## config.mk

```make
export PLATFORM = sky130hd
export DESIGN_NAME = mem_burst_reader
export DESIGN_NICKNAME = d
export VERILOG_FILES = /design/src/rtl/mem_burst_pkg.sv /design/src/rtl/mem_burst_fifo.sv /design/src/rtl/mem_burst_reader.sv
export SDC_FILE = /design/constraint.sdc
export NUM_CORES = 1
export LEC_CHECK = 0
export BUFFER_PORTS_ARGS = -buffer_cell sky130_fd_sc_hd__buf_2
export CAP_MARGIN = 20
export CORE_ASPECT_RATIO = 0.8
export CORE_MARGIN = 2
export CORE_UTILIZATION = 40
export DETAILED_ROUTE_END_ITERATION = 8
export GPL_TIMING_DRIVEN = 0
export PLACE_DENSITY = 0.57
export RECOVER_POWER = 50
export SYNTH_ARGS = -nofsm -noshare
export SYNTH_HDL_FRONTEND = slang
export SYNTH_SLANG_ARGS = --single-unit
```

## constraint.sdc

```tcl
create_clock -name clk -period 5.1 [get_ports clk]
set_input_delay 1.02 -clock clk [delete_from_list [all_inputs] [get_ports clk]]
set_output_delay 1.02 -clock clk [all_outputs]
set_load 0.01 [all_outputs]
```

## src/rtl/mem_burst_pkg.sv

```systemverilog
// Shared definitions for the burst reader: FSM state encoding and FIFO depth.
package mem_burst_pkg;

  typedef enum logic [1:0] {
    ST_IDLE  = 2'd0,
    ST_RUN   = 2'd1,
    ST_DRAIN = 2'd2
  } state_t;

  // Number of read words that may be buffered or in flight at once.
  localparam int FIFO_DEPTH = 2;

endpackage

```

## src/rtl/mem_burst_fifo.sv

```systemverilog
// Two-entry output FIFO. The head entry drives the consumer interface
// directly from registers; the tail entry absorbs one word of backpressure.
module mem_burst_fifo
  import mem_burst_pkg::*;
#(
  parameter int DATA_W = 32
) (
  input  logic              clk,
  input  logic              rst,
  input  logic              push,
  input  logic [DATA_W-1:0] push_data,
  input  logic              push_last,
  input  logic              ready,
  output logic              out_valid,
  output logic [DATA_W-1:0] out_data,
  output logic              out_last,
  output logic [1:0]        count
);

  logic              tail_valid;
  logic [DATA_W-1:0] tail_data;
  logic              tail_last;
  logic              take;

  // Handshake decode and occupancy reported to the read scheduler.
  always_comb begin
    take  = out_valid & ready;
    count = {1'b0, out_valid} + {1'b0, tail_valid};
  end

  // Head/tail update; the scheduler never pushes into a full FIFO.
  always_ff @(posedge clk or posedge rst) begin
    if (rst) begin
      out_valid  <= 1'b0;
      out_data   <= '0;
      out_last   <= 1'b0;
      tail_valid <= 1'b0;
      tail_data  <= '0;
      tail_last  <= 1'b0;
    end else begin
      case ({push, take})
        2'b10: begin
          if (!out_valid) begin
            out_valid <= 1'b1;
            out_data  <= push_data;
            out_last  <= push_last;
          end else begin
            tail_valid <= 1'b1;
            tail_data  <= push_data;
            tail_last  <= push_last;
          end
        end
        2'b01: begin
          if (tail_valid) begin
            out_data   <= tail_data;
            out_last   <= tail_last;
            tail_valid <= 1'b0;
          end else begin
            out_valid <= 1'b0;
          end
        end
        2'b11: begin
          if (tail_valid) begin
            out_data  <= tail_data;
            out_last  <= tail_last;
            tail_data <= push_data;
            tail_last <= push_last;
          end else begin
            out_data <= push_data;
            out_last <= push_last;
          end
        end
        default: begin
          out_valid <= out_valid;
        end
      endcase
    end
  end

endmodule

```

## src/rtl/mem_burst_reader.sv

```systemverilog
// Byte-writable word memory with a burst read engine. A burst streams
// consecutive words (wrapping at the top of the array) through a 2-entry
// FIFO to a valid/ready consumer.
module mem_burst_reader
  import mem_burst_pkg::*;
#(
  parameter int ADDR_W = 4,
  parameter int DATA_W = 32
) (
  input  logic                clk,
  input  logic                rst,
  input  logic [ADDR_W-1:0]   wr_addr,
  input  logic [DATA_W/8-1:0] wr_en,
  input  logic [DATA_W-1:0]   wr_data,
  input  logic                start,
  input  logic [ADDR_W-1:0]   start_addr,
  input  logic [ADDR_W-1:0]   start_len,
  output logic                busy,
  output logic                out_valid,
  input  logic                out_ready,
  output logic [DATA_W-1:0]   out_data,
  output logic                out_last
);

  localparam int DEPTH = 1 << ADDR_W;
  localparam int LANES = DATA_W / 8;
  localparam logic [ADDR_W:0] FULL_LEN = {1'b1, {ADDR_W{1'b0}}};
  localparam logic [2:0]      CREDITS  = 3'(FIFO_DEPTH);

  logic [DATA_W-1:0] mem [DEPTH];

  state_t            state;
  logic [ADDR_W-1:0] rd_addr;
  logic [ADDR_W:0]   remaining;
  logic              in_flight;
  logic              in_flight_last;
  logic [DATA_W-1:0] rd_data;
  logic [1:0]        fifo_count;
  logic [2:0]        credit;
  logic              pop;
  logic              issue;
  logic              last_issue;

  // Read scheduling: a slot freed by this edge's pop may be reused at once,
  // which keeps a one-word-per-cycle stream when the consumer never stalls.
  always_comb begin
    pop        = out_valid & out_ready;
    credit     = {1'b0, fifo_count} + {2'b0, in_flight};
    last_issue = (remaining == (ADDR_W+1)'(1));
    if (state == ST_RUN) begin
      issue = (credit < CREDITS) || ((credit == CREDITS) && pop);
    end else begin
      issue = 1'b0;
    end
  end

  // Memory array: per-lane writes every cycle; the read sees the pre-write word.
  always_ff @(posedge clk) begin
    for (int i = 0; i < LANES; i++) begin
      if (wr_en[i]) begin
        mem[wr_addr][8*i +: 8] <= wr_data[8*i +: 8];
      end
    end
    if (issue) begin
      rd_data <= mem[rd_addr];
    end
  end

  // Burst control FSM, read address/length tracking and in-flight bookkeeping.
  always_ff @(posedge clk or posedge rst) begin
    if (rst) begin
      state          <= ST_IDLE;
      busy           <= 1'b0;
      rd_addr        <= '0;
      remaining      <= '0;
      in_flight      <= 1'b0;
      in_flight_last <= 1'b0;
    end else begin
      in_flight      <= issue;
      in_flight_last <= issue & last_issue;
      case (state)
        ST_IDLE: begin
          if (start) begin
            state     <= ST_RUN;
            busy      <= 1'b1;
            rd_addr   <= start_addr;
            remaining <= (start_len == '0) ? FULL_LEN : {1'b0, start_len};
          end
        end
        ST_RUN: begin
          if (issue) begin
            rd_addr   <= rd_addr + ADDR_W'(1);
            remaining <= remaining - (ADDR_W+1)'(1);
            if (last_issue) begin
              state <= ST_DRAIN;
            end
          end
        end
        ST_DRAIN: begin
          if (pop && out_last) begin
            state <= ST_IDLE;
            busy  <= 1'b0;
          end
        end
        default: begin
          state <= ST_IDLE;
          busy  <= 1'b0;
        end
      endcase
    end
  end

  mem_burst_fifo #(
    .DATA_W(DATA_W)
  ) u_fifo (
    .clk       (clk),
    .rst       (rst),
    .push      (in_flight),
    .push_data (rd_data),
    .push_last (in_flight_last),
    .ready     (out_ready),
    .out_valid (out_valid),
    .out_data  (out_data),
    .out_last  (out_last),
    .count     (fifo_count)
  );

endmodule

```

# Word-level counts from Yosys, hierarchy flattened
# Memory sizes are Yosys's and may differ from the RTL's. A register that Yosys moved wholly into a read port is not among the register bits.
# Cells that the tools add are included.
# word_totals
ff_bits	82
ramBits	512
out_inout_bits	35
word_cells	95
memories	1
# classes
n_addsub	4
magnitude_cmp	1
n_eq_ne	16
muxes	42
bitwise	3
n_reduce_logical	16
# memory_table
memory	words	width	rd	rd_ports_with_merged_regs	wr	line	source
mem	16	32	1	1	1	mem_burst_reader.sv:30	logic [DATA_W-1:0] mem [DEPTH];
# op_table
op	n
$mux W32	5
$pmux W32 S3	1
$pmux W32 S2	1
$mux W1	18
$mux W5	3
$ne A2 B2 Y1 const B	6
$reduce_and A3 Y1	4
$pmux W5 S2	1
$mux W2	4
$mux W4	2
$pmux W4 S2	1
$eq A2 B2 Y1 const B	3
$ne A2 B1 Y1 const B	3
$pmux W1 S2	3
$pmux W1 S3	2
$pmux W2 S3	1
$reduce_bool A2 Y1	3
$eq A5 B1 Y1 const B	1
$sub A5 B1 Y5 const B	1
$add A4 B1 Y4 const B	1
$eq A2 B1 Y1 const B	2
$logic_not A4 Y1	1
$reduce_and A2 Y1	2
$reduce_and A4 Y1	1
10 further kinds	12

# Logic depth before layout (Yosys ltp)
# Gate-level depths: netlist of the first run.
# depth
depth_word	8
depth_mapped	7
mapped_depth_nobuf	6

# By module
# A second synthesis of the first run with hierarchy kept.
# hier_totals
cells_unflattened	1249
area_unflattened_um2	24518.5
# by_module_without_submodules
mod	instances	cells_each	area_each_um2	seq_area_each_um2
mem_burst_reader	1	971	21466.8	16686.0
mem_burst_fifo	1	278	3051.7	1701.6

# Worst setup path before layout of the first run
# Ideal clock, no wire load.
# synth_path
path_type	reg2reg
from	reg u_fifo.out_valid
to	reg rd_data[0], read port of mem, enable pin
setup_time_ps	422
arrival_ps	2651
slack_ps	2027
stages_incl_launch_ff	5
n_path_buf	0
period_less_slack_ps	3073
path_cell_list	dfrtp_1 -> inv_1 -> fa_1 -> a31oi_1 -> nor2_1
# synth_between
elab_chain_cells	6
word_cells_on_any_way	8
classes_between	add/sub (2); order compare (1); eq/ne (1); mux (1); bitwise (1); reduce/logical (2)
# synth_lines
item	line	source
start: declaration	mem_burst_fifo.sv:14	output logic out_valid,
start signal: assignment	mem_burst_fifo.sv:74	out_valid <= out_valid;
branches (longest 4 deep; another with $add A2 B1 Y3)	-	
$logic_or A1 B1 Y1 (*)	mem_burst_reader.sv:51	issue = (credit < CREDITS) || ((credit == CREDITS) && pop);
$mux W1 (*)	mem_burst_reader.sv:50	if (state == ST_RUN) begin
via issue	mem_burst_reader.sv:41	logic issue;
end: declaration	mem_burst_reader.sv:37	logic [DATA_W-1:0] rd_data;
# Mark *: on every way through the listed nets, which the timed path passes.
# A chain may end at the register's enable or synchronous reset.

# Worst setup path after layout of the first run
# layout_path
from	in wr_addr[1]
to	mem mem[3][25], enable pin
# layout_rtl
item	line	source
start: declaration	mem_burst_reader.sv:12	input logic [ADDR_W-1:0] wr_addr,
end: declaration	mem_burst_reader.sv:30	
# No word-level cell before the write port.

==> results of run 1 <==
-- worst max-delay path, stage by stage --
cell      delay, ns
clkbuf_1       0.34
nand2_1        0.21
nor3_1         0.80
and2_1         0.71
-- per-stage QoR --
step	hold slack, ns	worst slack (ns)	cell area [um2]	util
after floorplan	0.459	1.97	24600	-
after global placement	0.470	0.938	26100	0.428
after detailed placement	0.472	1.90	26200	0.429
after CTS	0.437	2.32	28000	0.459
after global routing	0.498	2.15	28000	0.459
final	0.486	2.26	28000	0.459
-- cells in the mapped netlist (all sizes together) --
cell type,instances
nand2,41
and3,1
nand2b,7
ha,4
nand3,3
a32oi,1
a21o,1
nor3,8
clkbuf,27
nor3b,1
edfxtp,544
o21bai,1
dfrtp,82
a21oi,46
o211ai,1
fa,1
nor2b,5
a31oi,2
nor2,49
and2,67
nand3b,1
o22ai,2
a311o,1
a22oi,32
mux4,64
nor4,2
inv,9
buf,48
o21ai,49
mux2i,161
a221oi,64
mux2,33
-- cell families after synthesis --
logic type / count (synthesis)
mux: 258
buf+inv: 84
fa+ha+maj: 5
simple gates: 185
compound gates: 200
flops: 626
-- state kept, by name, summed over array words and instances (netlist names) --
register	flops
busy	1
in_flight	1
in_flight_last	1
mem	512
rd_addr	4
rd_data	32
remaining	5
state	2
u_fifo.out_data	32
u_fifo.out_last	1
u_fifo.out_valid	1
u_fifo.tail_data	32
u_fifo.tail_last	1
u_fifo.tail_valid	1
-- cell type report --
| class | count | area (um2) |
|---|---|---|
| diodes | 1 | 2.50 |
| plain buffers | 75 | 445 |
| clock buffers | 79 | 1610 |
| clock inverters | 31 | 268 |
| fillers | 5289 | 33000 |
| inverters | 9 | 35.0 |
| multi-input cells | 648 | 5780 |
| flip-flops and latches | 626 | 18400 |
| well taps | 830 | 1040 |
| repair buffers | 88 | 420 |
-- power groups by stage --
stage / Sequential (mW) / Combinational (mW) / Clock (mW)
6_report: 6.55 / 4.91 / 4.32
5_1_grt: 6.63 / 5.35 / 4.61
2_1_floorplan: 6.66 / 3.15 / 0
4_1_cts: 6.56 / 4.95 / 4.40
3_5_place_dp: 6.66 / 4.93 / 0
3_3_place_gp: 6.65 / 4.86 / 0
-- layer usage --
layer / global-route usage / routed length (um) / up-vias
met1: 0.283 / 27800 / 6517
met5: 0.0109 / 97 / -
met3: 0.0364 / 3830 / 88
met2: 0.254 / 23700 / 427
met4: 0.0484 / 1220 / 2
li1: - / - / 5724
-- final timing paths --
kind                                         from                          endpoint  cells after the start
min                         rd_data[27]$_DFFE_PP_  u_fifo.tail_data[27]$_DFFE_PP0P_                      1
max                                    wr_addr[1]              mem[3][25]$_DFFE_PP_                      4
max reg2reg                rd_addr[1]$_DFFE_PP0P_             rd_data[11]$_DFFE_PP_                      5
max in group asynchronous                     rst  u_fifo.tail_data[14]$_DFFE_PP0P_                      3
min in group asynchronous                     rst          remaining[1]$_DFFE_PP0P_                      2
min reg2reg                 rd_data[27]$_DFFE_PP_  u_fifo.tail_data[27]$_DFFE_PP0P_                      1
==> out/results.tsv, run 1 <==
metric	value	unit
status	finished, violations left	
violations	max-capacitance violations, max-slew violations	
vdd_drop_max	0.000290	V
switchingPower	5.18	mW
dr_total_vias	12800	
antenna_found_initial	5	
yosys.area.top_type	edfxtp_1	
power.internal	10.6	mW
cts_sinks	626	
sequentialPowerShare	0.415	
relSlewSlack	-0.200	
ys_ff_latch	626	
grt_first_pass_wirelength	83600	um
cts_tree	yes	
dp_cells	2276	
power_density	564	mW/mm2
viasPerCell	5.34	
cts_made_buffers	59	
synthAdderAreaFrac	0.00284	
die_height	226	um
switching_share	0.328	
leakagePower	9.53	nW
clk_latency	0.62	ns
synthXorXnorAreaFrac	0	
power	15.8	mW
track_usage	0.181	
crit_path_max_fanout	8	
report.final.slew_viol_count	39	
layout_common_cells	544 x edfxtp_1, 161 x mux2i_1, 82 x dfrtp_1	
yosys.area_share.simple	0.0374	
synth-seq-area-share	0.746	
ys_types	41	
worst_clock_skew	0.0124	ns
portBuffers	86	
worst_pin_slew	1.79	ns
overflow	0	
hold_class	reg -> reg	
hold_viol	0	
drc	0	
synthToLayoutAreaGrowth	13.6	%
crit_arrival	3.08	ns
place.gp.congestion	0.781	
cp-start-kind	primary input	
syn_inst	1358	
setup_viol_count_final	0	
worstSetupPathType	in -> reg	
io_pins	87	
postCtsSetupBuffers	0	
cap_violations	1	
synth-compound-area-share	0.0548	
ys_warn_count	0	
rsz0062_at_grt	no	
setup_tns	0	ns
num-nets-final	1564	
initial_utilization	0.404	
avgRoutedWirePerCell	23.7	um
cts_resized	0	
ys_top_cells_by_area	edfxtp_1 66%, dfrtp_1 8.3%, mux2i_1 6.5%	
grt_max_degree	45	
crit_path_end_kind	flip-flop	
synth_top_area_share	0.663	
core	0.0610	mm2
final_cells	2387	
layout_commonest_cell	edfxtp_1	
synth_fp_nets	1415	
drt_iter0_markers	1212	
fmax	352	MHz
r2r_setup_slack	2.34	ns
routed_wl	56600	um
netlist_area	0.0246	mm2
p_comb_frac	0.311	
rows	81	
dr.pass1.iters	5	
clockRootBuffer	clkbuf_16	
grt_pass1_vias	12600	
fp.dieW	281	um
cts_hold_buf	0	
dp_hpwl	38300	um
finalCritPeriodShare	0.556	
clock_power_share	0.274	
syn_area_per_cell	18.1	um2
clock_path_buffers	3	
die_area	0.0636	mm2
synthMuxAreaShare	0.139	
cts.clk_slew.worst_paths	0.07	ns
layout-drive-gt1-share	0.157	
synth_top_family_by_area	multiplexers	
cts_htree_levels	2	
layout_min_cycle_time	2.84	ns
cp.required	5.35	ns
drtAntennaViolNets	0	
Power figures use the tool's default switching activity.
==> inputs of run 2 (changes only) <==
Settings changed: PLACE_DENSITY 0.57 to 0.59.
Clock period 5.1 ns to 2.3 ns, I/O delays scaled along.
==> out/results.tsv, run 2 (synthesis results as in run 1) <==
metric	value	unit
viasPerCell	5.34	
fp.dieW	281	um
worst_clock_skew	0.0156	ns
regMostFlops	mem	
timing.rr.start	rd_addr[2]$_DFFE_PP0P_	
layout_min_cycle_time	2.29	ns
clock_path_buffers	3	
dp_hpwl	38200	um
drtAntennaViolNets	0	
crit_arrival	2.76	ns
hold_viol	0	
report.final.slew_viol_count	0	
cts_made_buffers	60	
clk_latency	0.62	ns
synthToLayoutAreaGrowth	14.4	%
crit_start	rd_addr[2]$_DFFE_PP0P_	
dr_total_vias	12800	
avgRoutedWirePerCell	23.8	um
cp.required	2.77	ns
layout-drive-gt1-share	0.177	
grt_first_pass_wirelength	83100	um
setup_viol_count_final	0	
hp-start	start_len[1]	
r2r_cells	7	
initial_utilization	0.404	
io_pins	87	
vdd_drop_max	0.000578	V
cp-start-kind	flip-flop	
rsz0062_at_grt	yes	
num-nets-final	1570	
portBuffers	86	
drt_iter0_markers	1226	
die_area	0.0636	mm2
drc	0	
finalCritPeriodShare	0.994	
place.gp.congestion	0.810	
layout_commonest_cell	edfxtp_1	
worstSetupPathType	reg -> reg	
leakagePower	9.63	nW
overflow	0	
cts.clk_slew.worst_paths	0.06	ns
power_density	1260	mW/mm2
power	35.6	mW
core	0.0610	mm2
relSlewSlack	0.129	
fmax	438	MHz
clockRootBuffer	clkbuf_16	
track_usage	0.180	
cts_htree_levels	2	
holdPathStages	3	
worst_pin_slew	1.29	ns
grt_max_degree	36	
routed_wl	56900	um
rows	81	
grt_pass1_vias	12800	
hold_class	in -> reg	
largest_reg_flops	512	
crit_path_end_kind	flip-flop	
fillers	5235	
setup_tns	0	ns
cts_sinks	626	
cap_violations	0	
layout_common_cells	544 x edfxtp_1, 161 x mux2i_1, 82 x dfrtp_1	
cts_tree	yes	
crit_path_max_fanout	10	
antenna_found_initial	8	
dr.pass1.iters	5	
die_height	226	um
status	complete, no violations	
==> run 2: cell type report <==
| class | instances | area, um2 | area share |
|---|---|---|---|
| well taps | 830 | 1040 | 0.0368 |
| diodes | 2 | 5.00 | 0.000177 |
| clock buffers | 82 | 1670 | 0.0591 |
| flip-flops and latches | 626 | 18400 | 0.652 |
| repair buffers | 93 | 464 | 0.0165 |
| inverters | 9 | 35.0 | 0.00124 |
| multi-input cells | 649 | 5860 | 0.208 |
| clock inverters | 27 | 250 | 0.00887 |
| plain buffers | 74 | 492 | 0.0174 |
==> run 2: critical path, cell delays in order, from the launching register on <==
cell and delay, ns:
dfrtp_1 0.36, buf_2 0.21, nor2b_1 0.16, buf_2 0.21
clkbuf_4 0.23, a221oi_1 0.65, o21ai_0 0.21, nand2_1 0.11
==> run 2: repair_timing <==
item | CTS | global route
endpoints found under the hold margin | 14 | 0
gates resized for setup | 15 | 31
hold buffers | 1 | 0
gates cloned | 1 | 0
pin swaps | 2 | 2
buffers inserted | 1 | 3
endpoints found under the setup margin | 65 | 46
==> run 2: per-layer routing <==
layer | GRT usage | wire length, um
met3 | 0.0343 | 4070
met1 | 0.275 | 27100
met5 | 0 | 28
met2 | 0.265 | 24600
met4 | 0.0484 | 1170
==> run 2: power breakdown <==
| part | total (mW) | switching [mW] | internal [mW] | leakage [nW] |
|---|---|---|---|---|
| registers | 14.6 | 0.628 | 13.9 | 5.86 |
| clock network | 9.64 | 4.05 | 5.59 | 0.934 |
| logic | 11.4 | 6.87 | 4.49 | 2.83 |
==> run 2: through the flow <==
step / cells / util / setup slack, ns / instance area [um2] / hold slack [ns]
after floorplan: 1358 / - / 0.0901 / 24700 / 0.459
after global placement: 2274 / 0.428 / -0.454 / 26100 / 0.470
after detailed placement: 2276 / 0.429 / -0.471 / 26200 / 0.474
after CTS: 2387 / 0.461 / -0.00323 / 28100 / 0.0919
after global routing: 2391 / 0.462 / -0.0147 / 28200 / 0.121
final: 2392 / 0.462 / 0.0144 / 28200 / 0.135
==> run 2: worst paths after layout <==
check                                                    to  slack (ns)
max in group asynchronous    u_fifo.out_data[9]$_DFFE_PP0P_        0.57
hold reg to reg            u_fifo.tail_data[28]$_DFFE_PP0P_        0.48
setup reg to reg                       rd_data[3]$_DFFE_PP_        0.01
min in group asynchronous          remaining[4]$_DFFE_PP0P_        0.47
setup / recovery                       rd_data[3]$_DFFE_PP_        0.01
hold / removal                     remaining[1]$_DFFE_PP0P_        0.14
==> inputs of run 3 (changes only) <==
Settings changed: CORE_UTILIZATION 40 to 56, PLACE_DENSITY 0.59 to 0.77, TNS_END_PERCENT from default to 50.
==> out/results.tsv, run 3 (synthesis results as in run 1) <==
metric	value	unit
avgRoutedWirePerCell	25.1	um
cts_htree_levels	2	
layout_common_cells	544 x edfxtp_1, 161 x mux2i_1, 81 x dfrtp_1	
crit_path_max_fanout	10	
vdd_drop_max	0.000756	V
cp-start-kind	flip-flop	
power_density	1250	mW/mm2
cap_violations	0	
crit_arrival	2.57	ns
dp_cells	2006	
layout_commonest_cell	edfxtp_1	
synthToLayoutAreaGrowth	12.1	%
dr_total_vias	13000	
r2r_cells	5	
grt_first_pass_wirelength	78700	um
worst_pin_slew	1.02	ns
dr.pass1.iters	7	
drt_iter0_markers	1540	
drtAntennaViolNets	0	
initial_utilization	0.569	
worstSetupPathType	reg -> reg	
clock_path_buffers	3	
final_cells	2117	
layout_min_cycle_time	2.28	ns
clk_latency	0.60	ns
hold_viol	0	
finalCritPeriodShare	0.990	
crit_path_end_kind	flip-flop	
track_usage	0.235	
timing.rr.start	rd_addr[1]$_DFFE_PP0P_	
overflow	0	
leakagePower	9.52	nW
layout-drive-gt1-share	0.170	
antenna_found_initial	2	
dp_hpwl	35400	um
place.gp.congestion	0.839	
drc	0	
core	0.0433	mm2
fillers	2990	
grt_max_degree	41	
cts_sinks	626	
report.final.slew_viol_count	0	
grt_pass1_vias	12800	
rows	68	
r2r_setup_slack	0.02	ns
fmax	439	MHz
hold_class	in -> reg	
hold_end	remaining[1]$_DFFE_PP0P_	
regMostFlops	mem	
setup_viol_count_final	0	
cts_tree	yes	
cp.required	2.59	ns
relSlewSlack	0.312	
largest_reg_flops	512	
worst_clock_skew	0.0130	ns
hold_ws	0.148	ns
rsz0062_at_grt	no	
hp-start	start_len[1]	
cts_made_buffers	56	
num-nets-final	1565	
holdPathStages	3	
portBuffers	86	
status	complete, no violations	
fp.dieW	239	um
cts.clk_slew.worst_paths	0.07	ns
io_pins	87	
clockRootBuffer	clkbuf_16	
viasPerCell	6.14	
die_height	192	um
die_area	0.0457	mm2
routed_wl	53100	um
r2r-end	rd_data[17]$_DFFE_PP_	
power	34.5	mW
[run 3: changes by cell type in the layout (fill, tap and decap cells not counted), sizes merged]
| cell | change |
|---|---|
| clkinv | +3 |
| bufinv | -2 |
| clkbuf | -11 |
| inv | +2 |
| clkinvlp | +3 |
[run 3: area by class of cell]
class	count	area, um2	share of cell area
Antenna cell	2	5.00	0.000181
Buffer	75	474	0.0172
Clock buffer	72	1510	0.0548
Clock inverter	33	245	0.00887
Inverter	9	35.0	0.00127
Multi-Input combinational cell	649	5820	0.211
Sequential cell	626	18400	0.665
Tap cell	560	701	0.0254
Timing Repair Buffer	91	449	0.0163
[run 3: stage by stage]
stage	cell area (um2)	utilization	setup slack, ns	TNS [ns]
2_1_floorplan	24700	-	0.0901	0
3_3_place_gp	25800	0.595	-0.427	-20.80
3_5_place_dp	25800	0.596	-0.425	-27.79
4_1_cts	27700	0.639	-0.0373	-0.0373
5_1_grt	27600	0.638	0.00146	0
6_report	27600	0.638	0.0221	0
[run 3: worst max path at each step]
| stage | start | endpoint | slack, ns | depth (start not counted) |
|---|---|---|---|---|
| floorplan | u_fifo.out_valid$_DFFE_PP0P_ | rd_data[0]$_DFFE_PP_ | 0.09 | 4 |
| global placement | rd_addr[1]$_DFFE_PP0P_ | rd_data[23]$_DFFE_PP_ | -0.43 | 5 |
| detailed placement | rd_addr[1]$_DFFE_PP0P_ | rd_data[23]$_DFFE_PP_ | -0.42 | 5 |
| CTS | u_fifo.out_valid$_DFFE_PP0P_ | rd_addr[0]$_DFFE_PP0P_ | -0.04 | 6 |
| global route | rd_addr[2]$_DFFE_PP0P_ | rd_data[11]$_DFFE_PP_ | 0.001 | 7 |
| finish | rd_addr[1]$_DFFE_PP0P_ | rd_data[17]$_DFFE_PP_ | 0.02 | 5 |
[run 3: report_power, final]
part	total [mW]	switching, mW	internal (mW)	leakage (nW)
clock	9.01	4.02	4.98	0.851
sequential	14.5	0.610	13.9	5.86
combinational	11.0	6.68	4.30	2.81
total	34.5	11.3	23.2	9.52
[run 3: critical path: stages, from the launching register on]
cell	delay, ns
dfrtp_1	0.48
clkbuf_4	0.34
buf_2	0.32
mux4_2	0.40
a22oi_1	0.22
nand2_1	0.20
[run 3: metal layers]
layer	track usage	share of wire	vias to the layer above
met5	0.0108	0.0023	-
met4	0.0599	0.021	4
met3	0.0599	0.094	95
met2	0.357	0.45	570
met1	0.345	0.43	6612
li1	-	-	5720
[run 3: timing repair]
item | 4_1_cts | 5_1_grt
hold buffers | 1 | 0
buffers inserted | 1 | 0
gates resized for setup | 11 | 15
gates cloned | 1 | 0
pin swaps | 2 | 0
hold endpoints to repair | 18 | 0
setup endpoints to repair | 64 | 43
